$ cat config.mk
export PLATFORM = sky130hd
export DESIGN_NAME = rr_stream_mux
export DESIGN_NICKNAME = d
export VERILOG_FILES = /design/src/rtl/rr_stream_mux_pkg.sv /design/src/rtl/rr_stream_mux_mux.sv /design/src/rtl/rr_stream_mux.sv
export SDC_FILE = /design/constraint.sdc
export NUM_CORES = 1
export LEC_CHECK = 0
export CORE_UTILIZATION = 40
export DETAILED_ROUTE_END_ITERATION = 10
export GPL_TIMING_DRIVEN = 0
export PLACE_DENSITY = 0.77
export RECOVER_POWER = 25
export SETUP_SLACK_MARGIN = 0.4
export SLEW_MARGIN = 0
export SYNTH_ARGS = -nofsm -noshare
export SYNTH_HDL_FRONTEND = slang
export SYNTH_SLANG_ARGS = --single-unit
$ cat constraint.sdc
create_clock -name clk -period 5.44 [get_ports clk]
set_input_delay 0.816 -clock clk [delete_from_list [all_inputs] [get_ports clk]]
set_output_delay 0.816 -clock clk [all_outputs]
set_load 0.01 [all_outputs]
$ cat src/rtl/rr_stream_mux_pkg.sv
// Shared constants and helpers for the round-robin stream multiplexer.
package rr_stream_mux_pkg;

   localparam logic MODE_FIXED = 1'b0;
   localparam logic MODE_RR    = 1'b1;

   // Index following g in a ring of n channels; handles non-power-of-two n.
   function automatic int unsigned next_idx(input int unsigned g, input int unsigned n);
      return (g + 1 >= n) ? 0 : g + 1;
   endfunction

endpackage

$ cat src/rtl/rr_stream_mux_mux.sv
// Combinational N-to-1 word selector driven by a one-hot grant, built from 2:1 muxes.
module mux_2_to_1 #(
   parameter int unsigned Bit = 16
) (
   input  logic           sel_i,
   input  logic [Bit-1:0] a_i,
   input  logic [Bit-1:0] b_i,
   output logic [Bit-1:0] y_o
);
   assign y_o = sel_i ? b_i : a_i;
endmodule

module mux_n_to_1 #(
   parameter int unsigned Bit = 16,
   parameter int unsigned N   = 4
) (
   input  logic [N-1:0]     grant_i,
   input  logic [N*Bit-1:0] data_i,
   output logic [Bit-1:0]   data_o
);
   localparam int unsigned SEL_W = (N > 1) ? $clog2(N) : 1;
   localparam int unsigned NP    = 1 << SEL_W;

   logic [SEL_W-1:0]           sel_c;
   logic [2*NP-2:0][Bit-1:0]   node;

   // One-hot to binary; an all-zero grant selects channel 0, which is never loaded.
   always_comb begin
      sel_c = '0;
      for (int unsigned i = 0; i < N; i++) begin
         if (grant_i[i]) sel_c = sel_c | SEL_W'(i);
      end
   end

   // Heap-ordered tree: leaves at NP-1.., node k takes children 2k+1 (low) and 2k+2 (high).
   for (genvar j = 0; j < NP; j++) begin : g_leaf
      if (j < N) begin : g_used
         assign node[NP-1+j] = data_i[j*Bit +: Bit];
      end else begin : g_pad
         assign node[NP-1+j] = '0;
      end
   end

   for (genvar k = 0; k < NP-1; k++) begin : g_node
      localparam int unsigned D = $clog2(k + 2) - 1;
      mux_2_to_1 #(.Bit(Bit)) u_mux2 (
         .sel_i (sel_c[SEL_W-1-D]),
         .a_i   (node[2*k+1]),
         .b_i   (node[2*k+2]),
         .y_o   (node[k])
      );
   end

   assign data_o = node[0];
endmodule

$ cat src/rtl/rr_stream_mux.sv
// Registered N-to-1 valid/ready stream mux with run-time fixed-priority or round-robin arbitration.
module rr_stream_mux
   import rr_stream_mux_pkg::*;
#(
   parameter int unsigned Bit   = 16,
   parameter int unsigned N     = 4,
   parameter int unsigned SEL_W = $clog2(N)
) (
   input  logic             clk,
   input  logic             rst,
   input  logic             mode,
   input  logic [N-1:0]     in_valid,
   input  logic [N*Bit-1:0] in_data,
   output logic [N-1:0]     in_ready,
   output logic             out_valid,
   output logic [Bit-1:0]   out_data,
   output logic [SEL_W-1:0] out_ch,
   input  logic             out_ready
);

   logic             out_valid_q, out_valid_d;
   logic [Bit-1:0]   out_data_q,  out_data_d;
   logic [SEL_W-1:0] out_ch_q,    out_ch_d;
   logic [SEL_W-1:0] ptr_q,       ptr_d;

   logic [N-1:0]     grant_c;
   logic [SEL_W-1:0] gidx_c;
   logic             found_c;
   logic             can_load_c;
   logic             accept_c;
   logic [Bit-1:0]   sel_data_c;
   int unsigned      j_c;

   // Search starts at ptr in round-robin mode, at channel 0 in fixed mode.
   always_comb begin
      grant_c = '0;
      gidx_c  = '0;
      found_c = 1'b0;
      j_c     = 0;
      for (int unsigned k = 0; k < N; k++) begin
         j_c = (mode == MODE_RR) ? 32'(ptr_q) + k : k;
         if (j_c >= N) j_c = j_c - N;
         if (!found_c && in_valid[SEL_W'(j_c)]) begin
            grant_c[SEL_W'(j_c)] = 1'b1;
            gidx_c               = SEL_W'(j_c);
            found_c              = 1'b1;
         end
      end
   end

   assign can_load_c = !out_valid_q || out_ready;
   assign accept_c   = found_c && can_load_c;
   assign in_ready   = rst ? '0 : (grant_c & {N{can_load_c}});

   mux_n_to_1 #(.Bit(Bit), .N(N)) u_sel (
      .grant_i (grant_c),
      .data_i  (in_data),
      .data_o  (sel_data_c)
   );

   always_comb begin
      out_valid_d = out_valid_q;
      out_data_d  = out_data_q;
      out_ch_d    = out_ch_q;
      ptr_d       = ptr_q;
      if (accept_c) begin
         out_valid_d = 1'b1;
         out_data_d  = sel_data_c;
         out_ch_d    = gidx_c;
         if (mode == MODE_RR) ptr_d = SEL_W'(next_idx(32'(gidx_c), N));
      end else if (out_ready) begin
         out_valid_d = 1'b0;
      end
   end

   always_ff @(posedge clk or posedge rst) begin
      if (rst) begin
         out_valid_q <= 1'b0;
         out_data_q  <= '0;
         out_ch_q    <= '0;
         ptr_q       <= '0;
      end else begin
         out_valid_q <= out_valid_d;
         out_data_q  <= out_data_d;
         out_ch_q    <= out_ch_d;
         ptr_q       <= ptr_d;
      end
   end

   assign out_valid = out_valid_q;
   assign out_data  = out_data_q;
   assign out_ch    = out_ch_q;

endmodule
==> metrics.md, run 1 <==
| Metric | Value |
|---|---|
| Via Count | 2100 |
| Count of pins over their slew limit | 0 |
| Mean Syn Cell Area | 9.24 µm² |
| DRT iter0 DRCs | 110 |
| Detail Placement HPWL | 4800 µm |
| Final antenna-violating net count | 0 |
| Post-synth EDFFs | 0 |
| Min-Delay Path Class | register to register |
| Post-Synthesis Cell Area | 0.00190 mm² |
| Largest delay share family, worst path | buffers and inverters |
| Clock share of power | 0.098 |
| Commonest cells post-synth | dfrtp_1 (21), nand2_1 (21), mux2i_1 (17), o221ai_1 (17) |
| Flops & latches, synth | 21 |
| CP max-delay cell | clkdlybuf4s50_1 |
| Global-route wire length before repair | 9780 µm |
| Top FF cell, synth | dfrtp_1 |
| Total Routing Usage GR | 0.246 |
| CP endpoint | in_ready[1] |
| Clock Skews | 0.00151 ns |
| Via/cell ratio | 5.90 |
| WP data arrival | 3.52 ns |
| Routability cong. | 0.887 |
| Flop pwr share | 0.235 |
| Worst reg2reg path endpoint | ptr_q[0] |
| Placed Cells | 352 |
| Setup Fix Bufs, Post-CTS | 0 |
| Leak | 0.00119 µW |
| Hold Crit Depth | 2 |
| Initial antenna violation count | 0 |
| Fill cell count | 393 |
| RSZ-0062 raised after global routing | false |
| Top routing layer in use | met4 |
| DRC | 3 |
| Synth Instances | 206 |
| Switching power share of the total | 0.420 |
| Tmin final | 4.34 ns |
| Site Rows | 24 |
| Grt total ovfl | 0 |
| Period utilisation layout | 0.797 |
| Worst slew pin tran | 0.829 ns |
| Port Buffers | 94 |
| Post-cts hold buffer count | 0 |
| CP Buf/Inv Count | 6 |
| Clock slew at reported path FFs | 0.08 ns |
| Vias in the first global route | 1981 |
| Die H | 71.0 µm |
| Yosys top cell area share | 0.276 |
| Crit-path cells | clkdlybuf4s50_1 > buf_4 > buf_2 > a31oi_1 > o221a_2 > clkbuf_1 > clkbuf_1 > and2_1 > clkdlybuf4s50_1 |
| Setup violators final | 0 |
| Layout area overhead | 55.2% |
| Wire per inst | 17.6 µm |
| Antenna diodes | 0 |
| FF-to-FF path depth | 10 |
| Slew headroom | 0.447 |
| Worst setup margin | 1.10 ns |
| Worst EP required | 4.62 ns |
| CP Depth | 9 |
| First-pass DRT Iterations | 7 |
| Met2 Routed Length | 3030 µm |
| Post-place setup slack | 1.11 ns |
| Share of cells above drive strength 1 | 0.141 |
| Sequential-to-total area share from yosys stat | 0.276 |
| Placed Area | 0.00291 mm² |
| Non-filler cells in the finished layout | 356 |
| Failing checks | design-rule violations |
| Peak VDD IR | 0.188 mV |
| Worst R2R Start | ptr_q[0] |
| Met1 Wirelength | 2640 µm |
| Crit-path max FO | 10 |
| Cell-internal power | 636 µW |
| Ys async rst share | 1.00 |
| Die area | 0.00504 mm² |
| Synth top area cells | dfrtp_1 (28%), mux2i_1 (8.9%), o221ai_1 (7.8%), o211ai_2 (6.6%), nand2_1 (4.1%) |
| CTS max path bufs | 2 |
| Psw | 460 µW |
| # IOs | 95 |
| F_max | 231 MHz |
| P per Cell Area | 371 mW/mm² |
| Total clock sinks | 21 |
| Final Hold Vio Count | 0 |
| Initial Utilization | 0.425 |
| Yosys top cell by area | dfrtp_1 |
| Distinct cell type count after synthesis | 55 |
| Syn_nets | 279 |
| Cts repair resizes | 0 |
| Clk Latency, worst-skew pair | 0.27 ns |
| CTS Root Cell | clkbuf_8 |
| R2r setup slk | 2.62 ns |
| Outcome | finished with violations |
| Synthesis Warnings | 0 |
| CP endpoint kind | output port |
| Final instance area | 0.00295 mm² |
| Worst stage delay on the critical path | 0.57 ns |
| WS Path Type | input port to output port |
| Largest net degree at the start of global routing | 22 |
| Die width | 71.0 µm |
| Max Cap Violations | 0 |
| Total negative setup slack | 0 ns |
| CP startpoint kind | input port |
| Core ar. | 0.00447 mm² |
| Final wirelength | 6250 µm |
| CTS tree | yes |
| Crit path from | mode |
| Max H-tree Level | 1 |
| Comb pwr share | 0.667 |
| Met3 wire length | 452 µm |
| Number of CTS-inserted buffers | 3 |
| Nets | 378 |
==> through the flow <==
step                      total power [µW]  utilization  hold slack (ns)
after CTS                             1100        0.660            0.495
after detailed placement               989        0.650            0.477
after floorplan                        709            -            0.516
after global routing                  1160        0.660            0.525
final                                 1100        0.660            0.491
after global placement                 982        0.650            0.463
==> state kept, by name, indices dropped and copies added, names as in the netlist <==
name / cells
out_ch: 2
ptr_q: 2
out_data: 16
out_valid: 1
==> kinds of logic after synthesis <==
group,count (synthesis),share of synthesized area
buffers and inverters,27,0.0809
muxes,18,0.0953
adders and majority gates,1,0.00657
AOI/OAI and AO/OA,79,0.367
DFF,21,0.276
and+or+nand+nor,59,0.166
xor gates and xnor gates,1,0.00855
==> worst min path at each step <==
stage	startpoint	end	slack, ns
after floorplan	out_ch[0]	out_ch[0]	0.52
after global placement	out_ch[0]	out_ch[0]	0.46
after detailed placement	out_ch[0]	out_ch[0]	0.48
after CTS	out_ch[0]	out_ch[0]	0.49
after global routing	out_data[3]	out_data[3]	0.53
final	out_ch[0]	out_ch[0]	0.49
==> area by class of cell <==
| type | instances | area [µm²] | area share |
|---|---|---|---|
| Multi-Input combinational cell | 158 | 1220 | 0.414 |
| Timing Repair Buffer | 94 | 941 | 0.319 |
| Sequential cell | 21 | 526 | 0.178 |
| Buffer | 20 | 128 | 0.0432 |
| Tap cell | 52 | 65.1 | 0.0220 |
| Clock buffer | 4 | 45.0 | 0.0152 |
| Inverter | 7 | 26.3 | 0.00889 |
==> power by group through the flow <==
| stage | clock network (µW) | logic (µW) | registers (µW) |
|---|---|---|---|
| 6_report | 108 | 731 | 258 |
| 4_1_cts | 107 | 731 | 258 |
| 5_1_grt | 115 | 783 | 264 |
| 3_5_place_dp | 0 | 730 | 259 |
| 3_3_place_gp | 0 | 724 | 258 |
| 2_1_floorplan | 0 | 423 | 286 |
==> cells in the final DEF (no fill, tap or decap), types with 3 or more instances in the layout <==
| cell type | Yosys | final |
|---|---|---|
| a21o_1 | 3 | 3 |
| a21oi_1 | 9 | 9 |
| and2_1 | 3 | 3 |
| buf_2 | 6 | 6 |
| buf_4 | 6 | 6 |
| buf_6 | 3 | 3 |
| clkbuf_1 | 5 | 6 |
| clkbuf_8 | 0 | 3 |
| clkdlybuf4s50_1 | 0 | 93 |
| dfrtp_1 | 21 | 21 |
| inv_1 | 6 | 6 |
| mux2i_1 | 17 | 17 |
| nand2_1 | 21 | 21 |
| nand2_2 | 3 | 3 |
| nor2_1 | 10 | 10 |
| nor2b_1 | 4 | 4 |
| nor3b_1 | 4 | 4 |
| o211ai_1 | 7 | 7 |
| o211ai_2 | 10 | 10 |
| o21ai_0 | 7 | 7 |
| o221ai_1 | 17 | 17 |
==> metal layers <==
layer  track usage  vias up
met3        0.0399       13
met1         0.337      991
met5             0        -
met2         0.404       96
met4        0.0644        0
li1              -     1000
==> tightest hold or removal path: stages, from the launching register on <==
cell     delay, ns
dfrtp_1       0.35
nand2_1       0.04
o21ai_0       0.06
No activity file was read; power rests on OpenSTA's default activity.
==> run 2, diff against run 1 <==
==> constraint.sdc (replaced) <==
create_clock -name clk -period 4.25 [get_ports clk]
set_input_delay 0.6375 -clock clk [delete_from_list [all_inputs] [get_ports clk]]
set_output_delay 0.6375 -clock clk [all_outputs]
set_load 0.01 [all_outputs]
==> metrics.md, run 2 (synthesis results as in run 1) <==
| Metric | Value |
|---|---|
| Met3 GRT Util | 0.0399 |
| Max Cap Violations | 0 |
| Die area | 0.00504 mm² |
| Via/cell ratio | 5.90 |
| Slew headroom | 0.437 |
| Failing checks | design-rule violations |
| Hold slack | 0.491 ns |
| WP data arrival | 3.08 ns |
| CTS max path bufs | 2 |
| DRC | 3 |
| P per Cell Area | 474 mW/mm² |
| Peak VDD IR | 0.242 mV |
| Wire per inst | 17.5 µm |
| Clock slew at reported path FFs | 0.08 ns |
| Tmin final | 3.72 ns |
| Share of cells above drive strength 1 | 0.151 |
| GRT busiest layer | met2 |
| Worst EP required | 3.61 ns |
| RSZ-0062 raised after global routing | true |
| Max H-tree Level | 1 |
| CP startpoint kind | input port |
| Initial Utilization | 0.425 |
| Die width | 71.0 µm |
| Count of pins over their slew limit | 0 |
| WS Path Type | input port to output port |
| Post-place setup slack | 0.277 ns |
| Max reg flops | 16 |
| Clock Skews | 0.00175 ns |
| Layout area overhead | 55.6% |
| Grt total ovfl | 0 |
| Port Buffers | 94 |
| Global-route wire length before repair | 9780 µm |
| CTS Root Cell | clkbuf_8 |
| Fill cell count | 394 |
| Clk Latency, worst-skew pair | 0.27 ns |
| Setup Fix Bufs, Post-CTS | 0 |
| Total clock sinks | 21 |
| Nets | 378 |
| Final antenna-violating net count | 0 |
| # IOs | 95 |
| Min-Delay Path Class | register to register |
| Number of CTS-inserted buffers | 3 |
| Final instance area | 0.00296 mm² |
| Total negative setup slack | 0 ns |
| Commonest non-fill, non-tap cell in the layout | clkdlybuf4s50_1 |
| Via Count | 2102 |
| Initial antenna violation count | 0 |
| Site Rows | 24 |
| Die H | 71.0 µm |
| Final wirelength | 6240 µm |
| Largest net degree at the start of global routing | 22 |
| Worst slew pin tran | 0.844 ns |
| Placed Area | 0.00291 mm² |
| Crit-path max FO | 10 |
| Setup violators final | 0 |
| Met1 usage | 0.337 |
| Period utilisation layout | 0.875 |
| Worst setup margin | 0.531 ns |
| Total Routing Usage GR | 0.246 |
| Routability cong. | 0.887 |
| Commonest non-fill, non-tap cells in the layout | clkdlybuf4s50_1 (93), nand2_1 (21), dfrtp_1 (21), mux2i_1 (17), o221ai_1 (17) |
| Grt met2 use | 0.404 |
| Leak | 0.00120 µW |
| Final Hold Vio Count | 0 |
| Core ar. | 0.00447 mm² |
| First-pass DRT Iterations | 8 |
| DRT iter0 DRCs | 111 |
| Antenna diodes | 0 |
| CTS tree | yes |
| Detail Placement HPWL | 4800 µm |
| F_max | 269 MHz |
| CP endpoint kind | output port |
| Outcome | finished with violations |
| Vias in the first global route | 1981 |
## run 2: cell types whose count changed in the layout (fill, tap and decap cells not counted)
cell,previous run,this run
clkbuf_2,0,2
nor3b_1,4,3
nor3b_2,0,1
clkbuf_1,6,4
## run 2: repair_timing
action                                  in CTS  in global routing
hold buffers                                 0                  0
endpoints found under the setup margin       1                  2
resized for setup                            1                  3
## run 2: path summary, 6_finish.rpt
check	start	depth (start not counted)	slack [ns]	to
setup reg to reg	ptr_q[0]	10	1.44	ptr_q[0]
hold / removal	out_ch[0]	2	0.49	out_ch[0]
setup / recovery	in_valid[3]	9	0.53	in_ready[0]
min in group asynchronous	rst	2	1.00	out_valid
hold reg to reg	out_ch[0]	2	0.49	out_ch[0]
max in group asynchronous	rst	2	2.72	out_data[8]
## run 2: final cells by class
class | count | area (µm²) | area share
well taps | 52 | 65.1 | 0.0220
inverters | 7 | 26.3 | 0.00887
clock buffers | 4 | 45.0 | 0.0152
plain buffers | 20 | 130 | 0.0439
repair buffers | 94 | 941 | 0.318
flip-flops and latches | 21 | 526 | 0.177
multi-input cells | 158 | 1230 | 0.415
## run 2: power breakdown
group          switching (µW)  total, µW  internal (µW)
clock                    71.4        138           67.0
sequential               47.0        330            283
combinational             470        937            466
## run 2: worst max-delay path, cell delays in order
cell and delay [ns]:
clkdlybuf4s50_1 0.45, buf_2 0.22, nor2_1 0.28, nand3_1 0.15
o31ai_1 0.22, o21ai_0 0.22, a21o_1 0.22, a21oi_1 0.13
clkdlybuf4s50_1 0.55
## run 2: layer usage
metal / share of wire / wire length (µm)
met5: 0 / 0
met1: 0.42 / 2650
met3: 0.068 / 425
met2: 0.49 / 3030
met4: 0.023 / 142
## run 2: stage by stage
stage | util | instances | power [µW]
finish | 0.662 | 356 | 1410
global route | 0.662 | 356 | 1490
CTS | 0.661 | 356 | 1400
detailed placement | 0.650 | 352 | 1270
global placement | 0.650 | 352 | 1260
floorplan | - | 206 | 907
==> run 3, diff against run 2 <==
--- a/config.mk
+++ b/config.mk
@@ -5,10 +5,10 @@
 export SDC_FILE = /design/constraint.sdc
 export NUM_CORES = 1
 export LEC_CHECK = 0
-export CORE_UTILIZATION = 40
+export CORE_UTILIZATION = 35
 export DETAILED_ROUTE_END_ITERATION = 10
 export GPL_TIMING_DRIVEN = 0
-export PLACE_DENSITY = 0.77
+export PLACE_DENSITY = 0.68
 export RECOVER_POWER = 25
 export SETUP_SLACK_MARGIN = 0.4
 export SLEW_MARGIN = 0
==> metrics.md, run 3 (synthesis results as in run 1) <==
| Metric | Value |
|---|---|
| Clock share of power | 0.097 |
| Total clock sinks | 21 |
| Worst slew pin tran | 0.834 ns |
| Count of pins over their slew limit | 0 |
| Leak | 0.00121 µW |
| Crit-path max FO | 10 |
| Total negative setup slack | 0 ns |
| Initial antenna violation count | 0 |
| Nets | 378 |
| RSZ-0062 raised after global routing | false |
| Number of CTS-inserted buffers | 3 |
| Outcome | completed |
| CTS Root Cell | clkbuf_8 |
| Min-Delay Path Class | register to register |
| Power consumption | 1400 µW |
| Crit-path cells | clkdlybuf4s50_1 > clkbuf_1 > a21oi_1 > o221a_2 > clkbuf_2 > clkbuf_2 > and2_1 > clkdlybuf4s50_1 |
| Max Cap Violations | 0 |
| Layout area overhead | 57.3% |
| Global-route wire length before repair | 9240 µm |
| CP Buf/Inv Count | 5 |
| WS Path Type | input port to output port |
| Peak VDD IR | 0.263 mV |
| Worst EP required | 3.61 ns |
| Comb pwr share | 0.667 |
| Antenna diodes | 0 |
| Psw | 580 µW |
| Die H | 75.7 µm |
| Wire per inst | 16.3 µm |
| CTS tree | yes |
| Die area | 0.00574 mm² |
| Setup violators final | 0 |
| Fill cell count | 474 |
| CP endpoint kind | output port |
| CP startpoint kind | input port |
| Detail Placement HPWL | 4730 µm |
| Site Rows | 26 |
| Via/cell ratio | 5.51 |
| Switching power share of the total | 0.416 |
| Total Routing Usage GR | 0.211 |
| Largest delay share family, worst path | buffers and inverters |
| Vias in the first global route | 1896 |
| P per Cell Area | 466 mW/mm² |
| Slew headroom | 0.443 |
| Port Buffers | 94 |
| Grt total ovfl | 0 |
| Largest net degree at the start of global routing | 22 |
| Max H-tree Level | 1 |
| Clock slew at reported path FFs | 0.09 ns |
| Post-cts hold buffer count | 0 |
| First-pass DRT Iterations | 4 |
| DRT iter0 DRCs | 137 |
| Worst stage delay on the critical path | 0.60 ns |
| Commonest non-fill, non-tap cells in the layout | clkdlybuf4s50_1 (93), nand2_1 (21), dfrtp_1 (21), mux2i_1 (17), o221ai_1 (17) |
| R2r setup slk | 1.51 ns |
| DRC | 0 |
| F_max | 270 MHz |
| Commonest non-fill, non-tap cell in the layout | clkdlybuf4s50_1 |
| Max reg flops | 16 |
| CTS max path bufs | 2 |
| Via Count | 2060 |
| Worst setup margin | 0.540 ns |
| Flop pwr share | 0.235 |
| Routability cong. | 0.904 |
| Clock Skews | 0.00994 ns |
| Period utilisation layout | 0.873 |
| Share of cells above drive strength 1 | 0.161 |
| WP data arrival | 3.07 ns |
| Final Hold Vio Count | 0 |
| Final antenna-violating net count | 0 |
| Die width | 75.7 µm |
| # IOs | 95 |
| Post-place setup slack | 0.276 ns |
| Clk Latency, worst-skew pair | 0.27 ns |
| Final wirelength | 6080 µm |
| Cell-internal power | 815 µW |
| Tmin final | 3.71 ns |
| Initial Utilization | 0.368 |
| CP max-delay cell | clkdlybuf4s50_1 |
| Core ar. | 0.00517 mm² |
| Hold slack | 0.489 ns |
-- run 3: cell types whose count changed in the layout (fill, tap and decap cells not counted) --
cell and delta:
o31ai_1 -1, clkinv_2 +1, o31ai_2 +1, o21ai_2 +1
clkbuf_1 -1, o21ai_0 -1
-- run 3: power by group through the flow --
stage	combinational, µW	clock [µW]	sequential [µW]
global placement	928	0	329
CTS	933	138	329
global route	1010	147	341
finish	931	136	329
floorplan	541	0	366
detailed placement	929	0	332
-- run 3: metal layers --
layer  part of all wire  GRT usage  vias to the layer above
li1                   -          -                      995
met5                  0          0                        -
met2               0.50      0.353                       68
met1               0.44      0.286                      993
met3              0.055     0.0463                        4
met4             0.0066     0.0288                        0
-- run 3: layout make-up --
class,instances,area [µm²],share of cell area
inverter,7,26.3,0.00878
timing repair buffer,94,941,0.314
tap,70,87.6,0.0293
buffer,20,130,0.0435
clock buffer,3,41.3,0.0138
multi-input combinational,158,1240,0.413
sequential,21,526,0.176
clock inverter,1,5.00,0.00167
-- run 3: worst register-to-register path, stage by stage (launching register included) --
cell,delay [ns]
dfrtp_1,0.42
buf_4,0.20
o21ai_2,0.22
a32oi_4,0.11
o31a_2,0.19
o32ai_4,0.48
buf_2,0.31
inv_1,0.06
ha_1,0.19
o311ai_0,0.32
a22o_1,0.17
-- run 3: what timing repair did --
item | 4_1_cts | 5_1_grt
gates resized for setup | 2 | 4
buffers inserted | 0 | 0
endpoints found under the setup margin | 1 | 2
-- run 3: worst paths after layout --
kind,startpoint,end,cells after the start
worst max-delay path,in_valid[0],in_ready[1],8
worst min-delay path,out_ch[0],out_ch[0],2
worst max register to register,ptr_q[0],ptr_q[0],10
worst min register to register,out_ch[0],out_ch[0],2
max in group asynchronous,rst,out_data[11],2
min in group asynchronous,rst,ptr_q[1],2
-- run 3: per-stage QoR --
stage,cells,instance area [µm²],utilization
floorplan,206,1900,-
global placement,370,2930,0.567
detailed placement,370,2930,0.567
CTS,374,2980,0.576
global route,374,2990,0.579
finish,374,2990,0.579
